===== config.mk =====
export PLATFORM = sky130hd
export DESIGN_NAME = rv64g_l1_plru_gen
export DESIGN_NICKNAME = d
export VERILOG_FILES = /design/src/rtl/rv64g_l1_pkg.sv /design/src/rtl/rv64g_l1_plru_pick.sv /design/src/rtl/rv64g_l1_plru_gen.sv
export SDC_FILE = /design/constraint.sdc
export NUM_CORES = 1
export LEC_CHECK = 0
export ABC_CLOCK_PERIOD_IN_PS = 7600
export CAP_MARGIN = 20
export CORE_ASPECT_RATIO = 1.1
export CORE_MARGIN = 3
export CORE_UTILIZATION = 30
export DETAILED_ROUTE_END_ITERATION = 10
export PLACE_DENSITY = 0.43
export SETUP_SLACK_MARGIN = 0.3
export SLEW_MARGIN = 20
export SYNTH_ARGS = -nofsm -noshare
export SYNTH_HDL_FRONTEND = slang
export SYNTH_HIERARCHICAL = 1
export SYNTH_SLANG_ARGS = --single-unit
export TNS_END_PERCENT = 5

===== constraint.sdc =====
create_clock -name clk_i -period 7.6 [get_ports clk_i]
set_input_delay 1.14 -clock clk_i [delete_from_list [all_inputs] [get_ports clk_i]]
set_output_delay 1.14 -clock clk_i [all_outputs]
set_load 0.01 [all_outputs]

===== src/rtl/rv64g_l1_pkg.sv =====
// Shared L1 cache definitions: PLRU FSM states, heap-tree index helpers and
// default geometry.
package rv64g_l1_pkg;

  localparam int DEF_SETS = 32;
  localparam int DEF_WAYS = 8;

  typedef enum logic [0:0] {
    PLRU_INIT = 1'b0,
    PLRU_RUN  = 1'b1
  } plru_state_e;

  function automatic int node_left(input int n);
    return 2 * n + 1;
  endfunction

  function automatic int node_right(input int n);
    return 2 * n + 2;
  endfunction

  function automatic int node_parent(input int n);
    return (n - 1) / 2;
  endfunction

endpackage


===== src/rtl/rv64g_l1_plru_pick.sv =====
// Combinational victim pick: lowest invalid way first, else PLRU tree walk.
// With RV64G_L1_PLRU_LOCK_EN defined, locked ways are never chosen.
module rv64g_l1_plru_pick
  import rv64g_l1_pkg::*;
#(
  parameter int WAYS  = DEF_WAYS,
  parameter int WAY_W = $clog2(WAYS)
) (
  input  logic [WAYS-2:0]  tree,
  input  logic [WAYS-1:0]  vmask,
  input  logic [WAYS-1:0]  lock_mask,
  output logic [WAY_W-1:0] way,
  output logic             none
);

  logic [WAYS-1:0] avail;

`ifdef RV64G_L1_PLRU_LOCK_EN
  assign avail = ~lock_mask;
`else
  logic unused_lock;
  assign avail       = '1;
  assign unused_lock = ^lock_mask;
`endif

  always_comb begin
    logic            found;
    logic            go_r;
    logic [WAYS-1:0] lmask;
    logic [WAYS-1:0] rmask;
    int              node;
    int              base;
    int              span;
    way   = '0;
    none  = 1'b0;
    found = 1'b0;
    go_r  = 1'b0;
    lmask = '0;
    rmask = '0;
    node  = 0;
    base  = 0;
    span  = WAYS;
    for (int i = 0; i < WAYS; i++) begin
      if (!found && !vmask[i] && avail[i]) begin
        way   = WAY_W'(i);
        found = 1'b1;
      end
    end
    if (!found) begin
      for (int lvl = 0; lvl < WAY_W; lvl++) begin
        span = span / 2;
        for (int i = 0; i < WAYS; i++) begin
          lmask[i] = (i >= base) && (i < base + span);
          rmask[i] = (i >= base + span) && (i < base + 2 * span);
        end
        // Steer around a subtree whose every way is locked.
        go_r = tree[node];
        if (go_r && ~|(avail & rmask))       go_r = 1'b0;
        else if (!go_r && ~|(avail & lmask)) go_r = 1'b1;
        if (go_r) begin
          base = base + span;
          node = node_right(node);
        end else begin
          node = node_left(node);
        end
      end
      way = WAY_W'(base);
    end
`ifdef RV64G_L1_PLRU_LOCK_EN
    if (~|avail) begin
      way  = '0;
      none = 1'b1;
    end
`endif
  end

endmodule


===== src/rtl/rv64g_l1_plru_gen.sv =====
// Per-set tree-PLRU state with init sweep, access update and registered victim
// response. Optional way locking under RV64G_L1_PLRU_LOCK_EN.
module rv64g_l1_plru_gen
  import rv64g_l1_pkg::*;
#(
  parameter int SETS    = DEF_SETS,
  parameter int WAYS    = DEF_WAYS,
  parameter int INDEX_W = $clog2(SETS),
  parameter int WAY_W   = $clog2(WAYS)
) (
  input  logic               clk_i,
  input  logic               rst_ni,
  input  logic               flush_i,
  output logic               ready_o,
  input  logic               acc_valid_i,
  input  logic [INDEX_W-1:0] acc_set_i,
  input  logic [WAY_W-1:0]   acc_way_i,
  input  logic               vreq_valid_i,
  input  logic [INDEX_W-1:0] vreq_set_i,
  input  logic [WAYS-1:0]    vreq_vmask_i,
  input  logic [WAYS-1:0]    lock_mask_i,
  output logic               vrsp_valid_o,
  output logic [WAY_W-1:0]   vrsp_way_o,
  output logic               vrsp_none_o
);

  plru_state_e        state;
  logic [INDEX_W-1:0] sweep;
  logic [WAYS-2:0]    mem [SETS];
  logic [WAYS-2:0]    acc_next;
  logic               acc_en;
  logic               vreq_en;
  logic [WAY_W-1:0]   pick_way;
  logic               pick_none;

  assign ready_o = (state == PLRU_RUN);
  assign acc_en  = acc_valid_i && ready_o && !flush_i;
  assign vreq_en = vreq_valid_i && ready_o && !flush_i;

  always_ff @(posedge clk_i or negedge rst_ni) begin
    if (!rst_ni) begin
      state <= PLRU_INIT;
      sweep <= '0;
    end else if (flush_i) begin
      state <= PLRU_INIT;
      sweep <= '0;
    end else if (state == PLRU_INIT) begin
      if (sweep == INDEX_W'(SETS - 1)) state <= PLRU_RUN;
      else                             sweep <= sweep + 1'b1;
    end
  end

  // Every node on the accessed path points at the sibling subtree.
  always_comb begin
    int node;
    logic b;
    acc_next = mem[acc_set_i];
    node     = 0;
    b        = 1'b0;
    for (int lvl = 0; lvl < WAY_W; lvl++) begin
      b              = acc_way_i[WAY_W-1-lvl];
      acc_next[node] = ~b;
      node           = b ? node_right(node) : node_left(node);
    end
  end

  // No reset on the array so it can map onto SRAM; the sweep clears it.
  always_ff @(posedge clk_i) begin
    if (state == PLRU_INIT) mem[sweep]     <= '0;
    else if (acc_en)        mem[acc_set_i] <= acc_next;
  end

  rv64g_l1_plru_pick #(
    .WAYS  (WAYS),
    .WAY_W (WAY_W)
  ) u_pick (
    .tree      (mem[vreq_set_i]),
    .vmask     (vreq_vmask_i),
    .lock_mask (lock_mask_i),
    .way       (pick_way),
    .none      (pick_none)
  );

  always_ff @(posedge clk_i or negedge rst_ni) begin
    if (!rst_ni) begin
      vrsp_valid_o <= 1'b0;
      vrsp_way_o   <= '0;
      vrsp_none_o  <= 1'b0;
    end else begin
      vrsp_valid_o <= vreq_en;
      if (vreq_en) begin
        vrsp_way_o  <= pick_way;
        vrsp_none_o <= pick_none;
      end
    end
  end

endmodule


=== Yosys cells after proc, flatten, opt, wreduce, memory -nomap -nowiden ===
Memory sizes are Yosys's and may differ from the RTL's.
Cells that the tools add are included.

* Add/subtract/negate cells: 9
* Magnitude comparators: 70
* Equal/unequal tests: 3
* Mux-type cells: 59
* Bitwise gates (word level): 3
* Reduce and logical (&&, ||, !) cells: 75

{| class="wikitable"
|+ Operator list
! cell !! number
|-
| >= comparator 4 x 32 -> 1 bit (first input constant) || 16
|-
| < comparator 4 x 32 -> 1 bit (first input constant) || 16
|-
| >= comparator 3 x 32 -> 1 bit (first input constant) || 8
|-
| < comparator 3 x 32 -> 1 bit (first input constant) || 8
|-
| 2-to-1 mux 32 bit || 6
|-
| >= comparator 1 x 32 -> 1 bit (first input constant) || 4
|-
| >= comparator 2 x 32 -> 1 bit (first input constant) || 4
|-
| < comparator 1 x 32 -> 1 bit (first input constant) || 4
|-
| < comparator 2 x 32 -> 1 bit (first input constant) || 4
|-
| adder 32 x 3 -> 32 bit (second input constant) || 3
|-
| adder 32 x 2 -> 32 bit (second input constant) || 2
|-
| < comparator 32 x 5 -> 1 bit (second input constant) || 2
|-
| logical AND 1 bit || 49
|-
| adder 32 x 4 -> 32 bit (second input constant) || 1
|-
| OR reduction 8 bit || 4
|-
| 2-to-1 mux 1 bit || 30
|-
| 2-to-1 mux 3 bit || 9
|-
| zero test 1 bit || 20
|-
| 2-to-1 mux 5 bit || 4
|-
| bitwise mux 7 bit || 2
|-
| 2-to-1 mux 7 bit || 1
|-
| OR reduction 7 bit || 1
|-
| binary-select mux 1 bit (select 3 bit) || 2
|-
| demux 1 bit (select 3 bit) || 2
|-
| 13 further kinds || 17
|}

* Register bits after elaboration: 10
* Bits in writable memories: 224
* Input bits: 34
* Word-level logic and storage cells: 224
* Memories kept: 1

{| class="wikitable"
|+ Memories
! memory !! depth !! bits a word !! rd ports !! clocked after memory_dff !! wr ports !! RTL line !! text
|-
| mem || 32 || 7 || 2 || 0 || 1 || rv64g_l1_plru_gen.sv:29 || <nowiki>logic [WAYS-2:0] mem [SETS];</nowiki>
|}

=== Depth between registers and ports, before layout ===
Gate-level depths: netlist of run 1.

* Word-level depth: 46
* Gate-level depth with buffers: 12
* Gate-level depth less buffers: 10

=== Cells and area by module ===
Netlist of run 1, hierarchy kept.

{| class="wikitable"
|+ Modules (own cells, without submodules)
! module !! times used !! cells each !! area each (um^2) !! seq. area each (um^2)
|-
| rv64g_l1_plru_gen || 1 || 546 || 10940.5 || 7001.7
|-
| rv64g_l1_plru_pick || 1 || 25 || 168.9 || 0.0
|}

=== Least setup slack after synthesis of run 1 ===
Ideal clock, no wire load.

* Kind: in2reg
* Start: in vreq_set_i[0]
* End: reg vrsp_way_o[0]
* Arrival: 4.369 ns
* Data required time: 7.475 ns
* Setup slack: 3.106 ns
* Cell stages on the path: 11
* Path buffers: 2
* Path through: buf_2 -> buf_2 -> mux4_2 -> mux4_2 -> mux2_2 -> mux2i_2 -> ha_1 -> a211o_2 -> o31ai_1 -> a221oi_2 -> mux2_2

* Longest elaborated chain between the ends: 26
* Elaborated cells between the ends (all ways): 140

{| class="wikitable"
|+ RTL lines
! item !! RTL line !! text
|-
| start: declaration || rv64g_l1_plru_gen.sv:19 || <nowiki>input logic [INDEX_W-1:0] vreq_set_i,</nowiki>
|-
| memory (32 x 7 bit) * || - ||
|-
| 2-to-1 mux 1 bit || rv64g_l1_plru_pick.sv:49 || <nowiki>if (!found) begin</nowiki>
|-
| 2-to-1 mux 3 bit || rv64g_l1_plru_pick.sv:60 || <nowiki>if (go_r) begin</nowiki>
|-
| 2-to-1 mux 32 bit || rv64g_l1_plru_pick.sv:49 ||
|-
| adder 32 x 3 -> 32 bit || rv64g_l1_plru_pick.sv:53, rv64g_l1_plru_pick.sv:54, rv64g_l1_plru_pick.sv:61 ||
|-
| < comparator 1 x 32 -> 1 bit (tied with other cells) || rv64g_l1_plru_pick.sv:53 || <nowiki>lmask[i] = (i >= base) && (i < base + span);</nowiki>
|-
| logical AND 1 bit || rv64g_l1_plru_pick.sv:53 ||
|-
| OR reduction 8 bit || rv64g_l1_plru_pick.sv:59 || <nowiki>else if (!go_r && ~|(avail & lmask)) go_r = 1'b1;</nowiki>
|-
| (+11 left out) || - ||
|-
| zero test 1 bit || rv64g_l1_plru_pick.sv:59 ||
|-
| logical AND 1 bit || rv64g_l1_plru_pick.sv:59 ||
|-
| 2-to-1 mux 1 bit || rv64g_l1_plru_pick.sv:59 ||
|-
| 2-to-1 mux 1 bit || rv64g_l1_plru_pick.sv:58 || <nowiki>if (go_r && ~|(avail & rmask)) go_r = 1'b0;</nowiki>
|-
| 2-to-1 mux 1 bit || rv64g_l1_plru_pick.sv:49 ||
|-
| 2-to-1 mux 3 bit * || rv64g_l1_plru_pick.sv:60 ||
|-
| 2-to-1 mux 3 bit * || rv64g_l1_plru_pick.sv:49 ||
|-
| named net pick_way[0] || rv64g_l1_plru_gen.sv:33 || <nowiki>logic [WAY_W-1:0] pick_way;</nowiki>
|-
| end signal: assignment || rv64g_l1_plru_gen.sv:92 || <nowiki>vrsp_way_o <= pick_way;</nowiki>
|-
| end: declaration || rv64g_l1_plru_gen.sv:23 || <nowiki>output logic [WAY_W-1:0] vrsp_way_o,</nowiki>
|}

The timed path passes the listed nets; every way through them passes the cells marked *. The select of a mux whose other input is x is not followed.
A chain may end at the register's enable or synchronous reset.

=== Worst setup path in the final report of run 1 ===
Ends and elaborated chain as after synthesis.

==> impl_metrics.tcl, run 1 <==
set metrics [dict create \
    status "complete, no violations" \
    max-cap-violations 0 \
    grt_use_total_pct 15.0 \
    yosysTopAreaCellShare_pct 60.5 \
    peakVddDrop_mv 0.119 \
    fin_crit_sh_pct 62.6 \
    drc_errors 0 \
    drive_gt1_share_pct 33.9 \
    tns_ns 0 \
    wire_per_inst_um 26.5 \
    syn-cell-area_um2 11100 \
    ys_seq_area_share_pct 63.0 \
    setup_slack_ns 2.84 \
    fp.dieH_um 208 \
    synthAdderAreaFrac_pct 0.901 \
    clockBufferDepth 3 \
    insertion_delay_ns 0.52 \
    drt_wl_total_mm 29.5 \
    via_per_inst 5.22 \
    final_cell_area_um2 12800 \
    cts_buffers 25 \
    synth_top_family_by_area "multiplexers" \
    synth_top_area_cell "edfxtp_1" \
    layout.nets 650 \
    place_congestion 0.788 \
    hold_buffers 0 \
    cp_num_buf_inv 2 \
    fp.dieW_um 189 \
    synth_top_cells_by_count "edfxtp_1 (224), mux4_2 (126), nor2_1 (49)" \
    io_pins 40 \
    endpoint_kind "register" \
    placed_area_um2 12000 \
    num_vias 5813 \
    synth_xor_area_share_pct 0.237 \
    hold_path.class "register to register" \
    power.density_nw_per_um2 222 \
    worst_pin_slew_ns 1.10 \
    syn_inst 571 \
    yosysWarnings 6 \
    hold_violations 0 \
    period_needed_ns 4.76 \
    leakagePower_nw 4.32 \
    crit_family "multiplexers" \
    syn_nets 613 \
    grt_pass1_vias 6266 \
    yosysUniqueCellTypes 44 \
    row_count 73 \
    p_total_mw 2.84 \
    clock_sinks 235 \
    start_kind "input pin" \
    drt_iter0_drc 584 \
    crit_type "input pin to register" \
    crit_arrival_ns 5.17 \
    drtAntennaViolNets 0 \
    cts-root-buf "clkbuf_16" \
    synth_seq_cells 235 \
    dp_hpwl_mm 19.9 \
    die-area_um2 39400 \
    critical-path-max-stage-delay_ns 0.64 \
    firstDrtPassIters 5 \
    cts_resized 0 \
    pre_cts_slack_ns 2.19 \
    cts_tree "built" \
    crit_chain "buf_4 > buf_4 > mux4_2 > mux4_2 > mux2_2 > mux2i_2 > ha_1 > a211o_2 > o31ai_1 > a221oi_2 > mux2_2" \
    n_antenna_cell 0 \
    synth.area.mux_share_pct 28.2 \
    slew_headroom_pct 26.4 \
    grt_overflow 0 \
    synth_compound_area_share_pct 2.14 \
    synthSimpleGateAreaFrac_pct 3.58 \
    post_cts_buffers 0 \
    fmax_ghz 0.210 \
    synth_most_common_cell "edfxtp_1" \
    grt_max_degree 57 \
    core_area_um2 36400 \
    crit_required_ns 8.01 \
    cp_slowest_cell "buf_4" \
    grt_first_pass_wirelength_mm 43.4 \
    synth_edf_count 224 \
    rsz0062_at_grt "no" \
    initial_utilization_pct 30.6 \
    ys_top_cells_by_area "edfxtp_1 (61%), mux4_2 (26%), dfrtp_1 (2.5%)" \
    htreeDepth 1 \
    async_flop_share_pct 4.68 \
    finClkSkew_ns 0.00734 \
    avgSynthCellArea_um2 19.5 \
    finalSetupViolations 0 \
    drv_slew 0 \
    worstPathMaxFanout 39 \
    clkTransAtPathRegs_ns 0.06 \
    port_buffers 31 \
    antenna_found_initial 0 \
    areaGrowthSynthToFinish_pct 15.3 \
    synthFlopType "edfxtp_1" \
]
## cells in the final DEF, fill, tap and decap left out, drive strengths merged, types with 8 or more instances in the layout
master	n
edfxtp	224
mux4	126
nor2	49
clkbuf	30
clkdlybuf4s50	27
nand2	25
buf	20
mux2	16
dfrtp	11
mux2i	11
o21ai	8
ha	8
inv	8
clkinv	8
## worst register-to-register path: cells and delay by family (launching register included)
family          cells  cell delay (ns)
mux                 5             1.97
compound gates      3             0.69
fa+ha+maj           1             0.33
flops               1             0.37
## power breakdown
group / leakage [nW] / internal [mW] / switching, mW / total (mW)
Sequential: 2.45 / 1.41 / 0.00751 / 1.42
Clock: 0.384 / 0.708 / 0.503 / 1.21
Combinational: 1.48 / 0.0948 / 0.114 / 0.209
## flip-flops by register name (all words and copies together) (netlist names)
signal	cells
sweep	5
mem	224
vrsp_none_o	1
vrsp_valid_o	1
vrsp_way_o	3
ready_o	1
## final cells by class
cell class	instances	area, um2
Inverter	8	30.0
Multi-Input combinational cell	291	3950
Timing Repair Buffer	47	419
Tap cell	487	609
Clock inverter	15	161
Sequential cell	235	7000
Fill cell	3478	23500
Clock buffer	30	644
## final timing paths
| check | end | slack (ns) | depth (start not counted) | from |
|---|---|---|---|---|
| worst max-delay path | vrsp_way_o[0] | 2.84 | 11 | vreq_set_i[0] |
| worst min-delay path | vrsp_way_o[1] | 0.51 | 1 | vrsp_way_o[1] |
| worst max register to register | vrsp_way_o[0] | 4.12 | 9 | mem[28][0] |
| worst min register to register | vrsp_way_o[1] | 0.51 | 1 | vrsp_way_o[1] |
| max in group asynchronous | vrsp_way_o[0] | 6.28 | 1 | rst_ni |
| min in group asynchronous | sweep[2] | 0.96 | 1 | rst_ni |
## cells by family after synthesis
logic type / count (synthesis)
buffers and inverters: 45
muxes: 153
DFF: 235
and+or+nand+nor: 93
AOI/OAI and AO/OA: 33
xor gates and xnor gates: 3
adders and majority gates: 8
other: 1
## metrics by stage
stage | std cells | util (%) | hold WS [ns]
global placement | 1067 | 33.0 | 0.491
finish | 1113 | 35.2 | 0.506
global route | 1113 | 35.2 | 0.543
detailed placement | 1068 | 33.0 | 0.494
CTS | 1113 | 35.2 | 0.507
floorplan | 571 | - | 0.550
## per-layer routing
layer	vias up	part of all wire, %	routed length [um]	global-route usage (%)
met5	-	0	0	0
met4	0	1.7	513	3.62
met3	28	5.0	1480	1.86
met2	157	49	14400	24.7
met1	3150	44	13100	21.5
li1	2478	-	-	-
No activity file was read; power rests on OpenSTA's default activity.
==> run 2, diff against run 1 <==
--- a/config.mk
+++ b/config.mk
@@ -5,13 +5,13 @@
 export SDC_FILE = /design/constraint.sdc
 export NUM_CORES = 1
 export LEC_CHECK = 0
-export ABC_CLOCK_PERIOD_IN_PS = 7600
+export ABC_CLOCK_PERIOD_IN_PS = 4300
 export CAP_MARGIN = 20
 export CORE_ASPECT_RATIO = 1.1
 export CORE_MARGIN = 3
 export CORE_UTILIZATION = 30
 export DETAILED_ROUTE_END_ITERATION = 10
-export PLACE_DENSITY = 0.43
+export PLACE_DENSITY = 0.45
 export SETUP_SLACK_MARGIN = 0.3
 export SLEW_MARGIN = 20
 export SYNTH_ARGS = -nofsm -noshare
==> constraint.sdc (replaced) <==
create_clock -name clk_i -period 4.3 [get_ports clk_i]
set_input_delay 0.645 -clock clk_i [delete_from_list [all_inputs] [get_ports clk_i]]
set_output_delay 0.645 -clock clk_i [all_outputs]
set_load 0.01 [all_outputs]
==> run 2 against run 1 <==
Compared with the run above:
- routed wire length fell by 3.0%
- worst hold slack got worse by 0.049 ns
- via count rose by 0.40%
- global-route usage fell by 0.34 points
- first-iteration DRC count fell by 20%
- non-clock buffer count rose by 23
- cell count rose by 2.3%
- clock power rose by 100%
- clock skew rose by 0.0047 ns
==> impl_metrics.tcl, run 2 (same netlist as run 1, synthesis figures left out) <==
set metrics [dict create \
    start_kind "input pin" \
    fp.dieW_um 189 \
    rsz0062_at_grt "no" \
    most-common-layout-cells "edfxtp_1 (224), mux4_2 (126), nor2_1 (45)" \
    drc_errors 0 \
    initial_utilization_pct 30.6 \
    crit_start "vreq_set_i[0]" \
    placed_area_um2 12300 \
    cts_buffers 27 \
    rr_startpoint "mem[27][0]" \
    core_area_um2 36400 \
    final_cell_area_um2 13200 \
    drt_iter0_drc 465 \
    critical-path-max-stage-delay_ns 0.57 \
    areaGrowthSynthToFinish_pct 19.0 \
    reg2reg_to "vrsp_way_o[0]" \
    endpoint_kind "register" \
    status "complete, no violations" \
    setup_slack_ns 0.764 \
    fmax_ghz 0.283 \
    layout.nets 675 \
    cp_slowest_cell "mux4_2" \
    largest_reg_flops 224 \
    cts_tree "built" \
    io_pins 40 \
    n_antenna_cell 0 \
    num_vias 5836 \
    hold_violations 0 \
    antenna_found_initial 0 \
    dp_hpwl_mm 20.3 \
    cts-root-buf "clkbuf_16" \
    final_core_util_pct 36.4 \
    finalSetupViolations 0 \
    drv_slew 0 \
    fin_cells 1139 \
    slew_headroom_pct 39.0 \
    drtAntennaViolNets 0 \
    leakagePower_nw 4.54 \
    pre_cts_slack_ns 0.221 \
    period_needed_ns 3.54 \
    hold_ws_ns 0.457 \
    fin_crit_sh_pct 82.2 \
    finClkSkew_ns 0.0120 \
    grt_max_degree 41 \
    drive_gt1_share_pct 36.5 \
    rr_worst_depth 9 \
    reg.largest.list "mem: 224 flops, sweep: 5 flops, vrsp_way_o: 3 flops" \
    clkTransAtPathRegs_ns 0.06 \
    crit_type "input pin to register" \
    fillers 3397 \
    wire_per_inst_um 25.2 \
    grt_first_pass_wirelength_mm 43.2 \
    placed_cells 1091 \
    port_buffers 31 \
    drt_wl_total_mm 28.6 \
    insertion_delay_ns 0.54 \
    grt_overflow 0 \
    regMostFlops "mem" \
    crit_arrival_ns 3.96 \
    max-cap-violations 0 \
    clock_sinks 235 \
    layout_commonest_cell "edfxtp_1" \
    via_per_inst 5.12 \
    grt_use_total_pct 14.7 \
    peakVddDrop_mv 0.236 \
    hold_path.class "input pin to asynchronous set/reset pin" \
    power.density_nw_per_um2 407 \
    cts_resized 0 \
    tns_ns 0 \
    place_congestion 0.784 \
    worstPathMaxFanout 8 \
    htreeDepth 1 \
    clockBufferDepth 3 \
    post_cts_buffers 0 \
    die-area_um2 39400 \
    firstDrtPassIters 5 \
    hold_buffers 0 \
    p_total_mw 5.38 \
    reg2reg_setup_slack_ns 0.96 \
    crit_required_ns 4.72 \
    grt_pass1_vias 6387 \
    crit_chain "buf_4 > buf_4 > mux4_2 > mux4_2 > mux2_2 > mux2i_2 > ha_1 > a211o_2 > o31ai_1 > a221oi_2 > mux2_2" \
    fp.dieH_um 208 \
    worst_pin_slew_ns 0.911 \
    row_count 73 \
]
run 2: area by class of cell:
type,instances,area (um2),area share [%]
clock buffers,30,687,5.20
clock inverters,18,273,2.06
inverters,8,30.0,0.227
multi-input cells,291,3950,29.8
flip-flops and latches,235,7000,53.0
well taps,487,609,4.61
repair buffers,70,676,5.11
run 2: worst max path at each step:
stage / slack (ns) / cells after the start / endpoint
finish: 0.76 / 11 / vrsp_way_o[0]
global placement: 0.24 / 11 / vrsp_way_o[0]
floorplan: 0.30 / 11 / vrsp_way_o[0]
CTS: 0.78 / 11 / vrsp_way_o[0]
global route: 0.62 / 11 / vrsp_way_o[0]
detailed placement: 0.22 / 11 / vrsp_way_o[0]
run 2: power by group:
part / switching (mW) / leakage (nW) / total (mW) / internal, mW
Clock: 0.911 / 0.462 / 2.48 / 1.57
Sequential: 0.0133 / 2.45 / 2.51 / 2.50
Combinational: 0.202 / 1.63 / 0.387 / 0.185
Total: 1.13 / 4.54 / 5.38 / 4.25
run 2: critical path: cells and delay by family:
family | cells | cell delay (ns)
AOI/OAI and AO/OA | 3 | 0.67
adders and majority gates | 1 | 0.29
buffers and inverters | 2 | 0.38
muxes | 5 | 1.96
run 2: layer usage:
| metal | GRT usage, % | share of wire [%] | vias up |
|---|---|---|---|
| met5 | 0 | 0 | - |
| met4 | 4.11 | 2.2 | 0 |
| met3 | 2.23 | 4.5 | 31 |
| met2 | 24.4 | 49 | 139 |
| met1 | 20.2 | 44 | 3132 |
| li1 | - | - | 2534 |
==> run 3, diff against run 2 <==
--- a/config.mk
+++ b/config.mk
@@ -5,7 +5,7 @@
 export SDC_FILE = /design/constraint.sdc
 export NUM_CORES = 1
 export LEC_CHECK = 0
-export ABC_CLOCK_PERIOD_IN_PS = 4300
+export ABC_CLOCK_PERIOD_IN_PS = 2900
 export CAP_MARGIN = 20
 export CORE_ASPECT_RATIO = 1.1
 export CORE_MARGIN = 3
==> constraint.sdc (replaced) <==
create_clock -name clk_i -period 2.9 [get_ports clk_i]
set_input_delay 0.435 -clock clk_i [delete_from_list [all_inputs] [get_ports clk_i]]
set_output_delay 0.435 -clock clk_i [all_outputs]
set_load 0.01 [all_outputs]
==> run 3 against run 2 <==
Compared with the run above:
- the run now ends with setup timing left
- combinational power up 70%
- global-route usage up 0.97 points
- sequential cell count unchanged
- clock-buffer cell count up 1
- routed wire length up 5.6%
- worst hold slack worse by 0.23 ns
- register-to-register slack worse by 1.2 ns
- utilization up 1.7 points
- cell count up 5.8%
- clock skew up 0.0053 ns
- total power up 42%
- via count up 6.5%
- highest routed layer unchanged
==> impl_metrics.tcl, run 3 (same netlist as run 1, synthesis figures left out) <==
set metrics [dict create \
    status "finished, violations left" \
    violations "setup timing" \
    grt_overflow 0 \
    grt_first_pass_wirelength_mm 45.6 \
    initial_utilization_pct 30.6 \
    via_per_inst 5.16 \
    p_switching_mw 1.65 \
    fp.dieW_um 189 \
    cts_buffers 25 \
    io_pins 40 \
    hold_buffers 0 \
    p_int_mw 5.99 \
    period_needed_ns 3.12 \
    combPwrFrac_pct 8.6 \
    clkTransAtPathRegs_ns 0.06 \
    cts_tree "built" \
    multi_input_area_um2 4040 \
    clockBufferDepth 3 \
    areaGrowthSynthToFinish_pct 24.6 \
    core_area_um2 36400 \
    fp.dieH_um 208 \
    insertion_delay_ns 0.53 \
    port_buffers 31 \
    htreeDepth 1 \
    drv_slew 0 \
    fin_crit_sh_pct 107 \
    layout.nets 741 \
    hold_violations 0 \
    worstPathMaxFanout 4 \
    seqPwrFrac_pct 48.9 \
    wire_per_inst_um 25.1 \
    placed_cells 1157 \
    rsz0062_at_grt "yes" \
    row_count 73 \
    max-cap-violations 0 \
    drive_gt1_share_pct 42.5 \
    antenna_found_initial 0 \
    clockPowerShare_pct 42.5 \
    pre_cts_slack_ns -0.699 \
    fillers 3361 \
    num_vias 6213 \
    hold_ws_ns 0.225 \
    grt_use_total_pct 15.7 \
    peakVddDrop_mv 0.361 \
    crit_type "register to register" \
    swShare_pct 21.6 \
    drt_iter0_drc 500 \
    rr_worst_depth 9 \
    reg2reg_setup_slack_ns -0.22 \
    seqCellArea_um2 7000 \
    fmax_ghz 0.321 \
    grt_pass1_vias 6641 \
    drt_wl_total_mm 30.2 \
    cts-root-buf "clkbuf_16" \
    n_antenna_cell 0 \
    hold_path.class "input pin to asynchronous set/reset pin" \
    clock_sinks 235 \
    final_cell_area_um2 13800 \
    start_kind "register" \
    worst_pin_slew_ns 1.09 \
    reg.largest.list "mem: 224 flops, sweep: 5 flops, vrsp_way_o: 3 flops" \
    endpoint_kind "register" \
    power.density_nw_per_um2 552 \
    finalSetupViolations 1 \
    layout_commonest_cell "edfxtp_1" \
    setup_slack_ns -0.217 \
    die-area_um2 39400 \
    place_congestion 0.816 \
    crit_required_ns 3.32 \
    crit_arrival_ns 3.54 \
    most-common-layout-cells "edfxtp_1 (224), mux4_2 (126), buf_4 (89)" \
    grt_max_degree 33 \
    slew_headroom_pct 27.2 \
    reg2reg_to "vrsp_way_o[0]" \
    drc_errors 0 \
    dp_hpwl_mm 21.8 \
    regMostFlops "mem" \
    drtAntennaViolNets 0 \
    firstDrtPassIters 5 \
    leakagePower_nw 4.89 \
    finClkSkew_ns 0.0173 \
    placed_area_um2 12900 \
    fin_cells 1205 \
    rr_startpoint "mem[31][1]" \
    largest_reg_flops 224 \
]
[run 3: cell types whose count changed in the layout (fill, tap and decap cells not counted), sizes merged]
| cell | before | now |
|---|---|---|
| buf | 43 | 111 |
| bufinv | 7 | 4 |
| clkbuf | 30 | 31 |
[run 3: worst max path at each step]
stage,slack (ns),startpoint,end
final,-0.22,mem[31][1],vrsp_way_o[0]
after detailed placement,-0.70,vreq_set_i[0],vrsp_way_o[0]
after global placement,-0.65,vreq_set_i[0],vrsp_way_o[0]
after floorplan,-0.48,vreq_set_i[0],vrsp_way_o[0]
after CTS,-0.22,mem[26][0],vrsp_way_o[0]
after global routing,-0.28,mem[31][1],vrsp_way_o[0]
[run 3: metrics by stage]
stage / TNS (ns) / power, mW / utilization [%]
final: -0.217 / 7.64 / 38.1
after global routing: -0.275 / 7.91 / 38.1
after global placement: -17.67 / 4.45 / 35.6
after detailed placement: -18.77 / 4.45 / 35.6
after CTS: -0.220 / 7.73 / 38.0
after floorplan: -5.50 / 4.18 / -
[run 3: cell type report]
class | instances | share of cell area [%]
Sequential cell | 235 | 50.6
Clock buffer | 31 | 4.68
Multi-Input combinational cell | 291 | 29.1
Tap cell | 487 | 4.40
Inverter | 8 | 0.217
Clock inverter | 15 | 1.28
Timing Repair Buffer | 138 | 9.70
[run 3: power by group through the flow]
stage	Sequential [mW]	Clock [mW]	Combinational, mW
6_report	3.73	3.25	0.659
5_1_grt	3.73	3.47	0.702
4_1_cts	3.73	3.34	0.658
3_5_place_dp	3.80	0	0.649
3_3_place_gp	3.80	0	0.641
2_1_floorplan	3.79	0	0.384
[run 3: per-layer routing]
layer | up-vias | routed length, um | track usage (%) | part of all wire (%)
li1 | 2665 | - | - | -
met1 | 3310 | 13300 | 22.4 | 44
met2 | 207 | 14300 | 24.3 | 47
met3 | 31 | 1820 | 3.06 | 6.0
met4 | 0 | 808 | 4.97 | 2.7
met5 | - | 0 | 0 | 0
[run 3: what timing repair did]
item	CTS	global route
pin swaps	3	3
setup endpoints to repair	2	34
resized for setup	4	5
buffers inserted	0	1
[run 3: critical path, cell delays in order, from the launching register on]
cell and delay, ns:
edfxtp_1 0.40, mux4_2 0.48, mux4_2 0.53, mux2_4 0.30, mux2i_4 0.20, ha_4 0.25
a211o_4 0.34, o31ai_4 0.18, a221oi_2 0.05, mux2_4 0.27
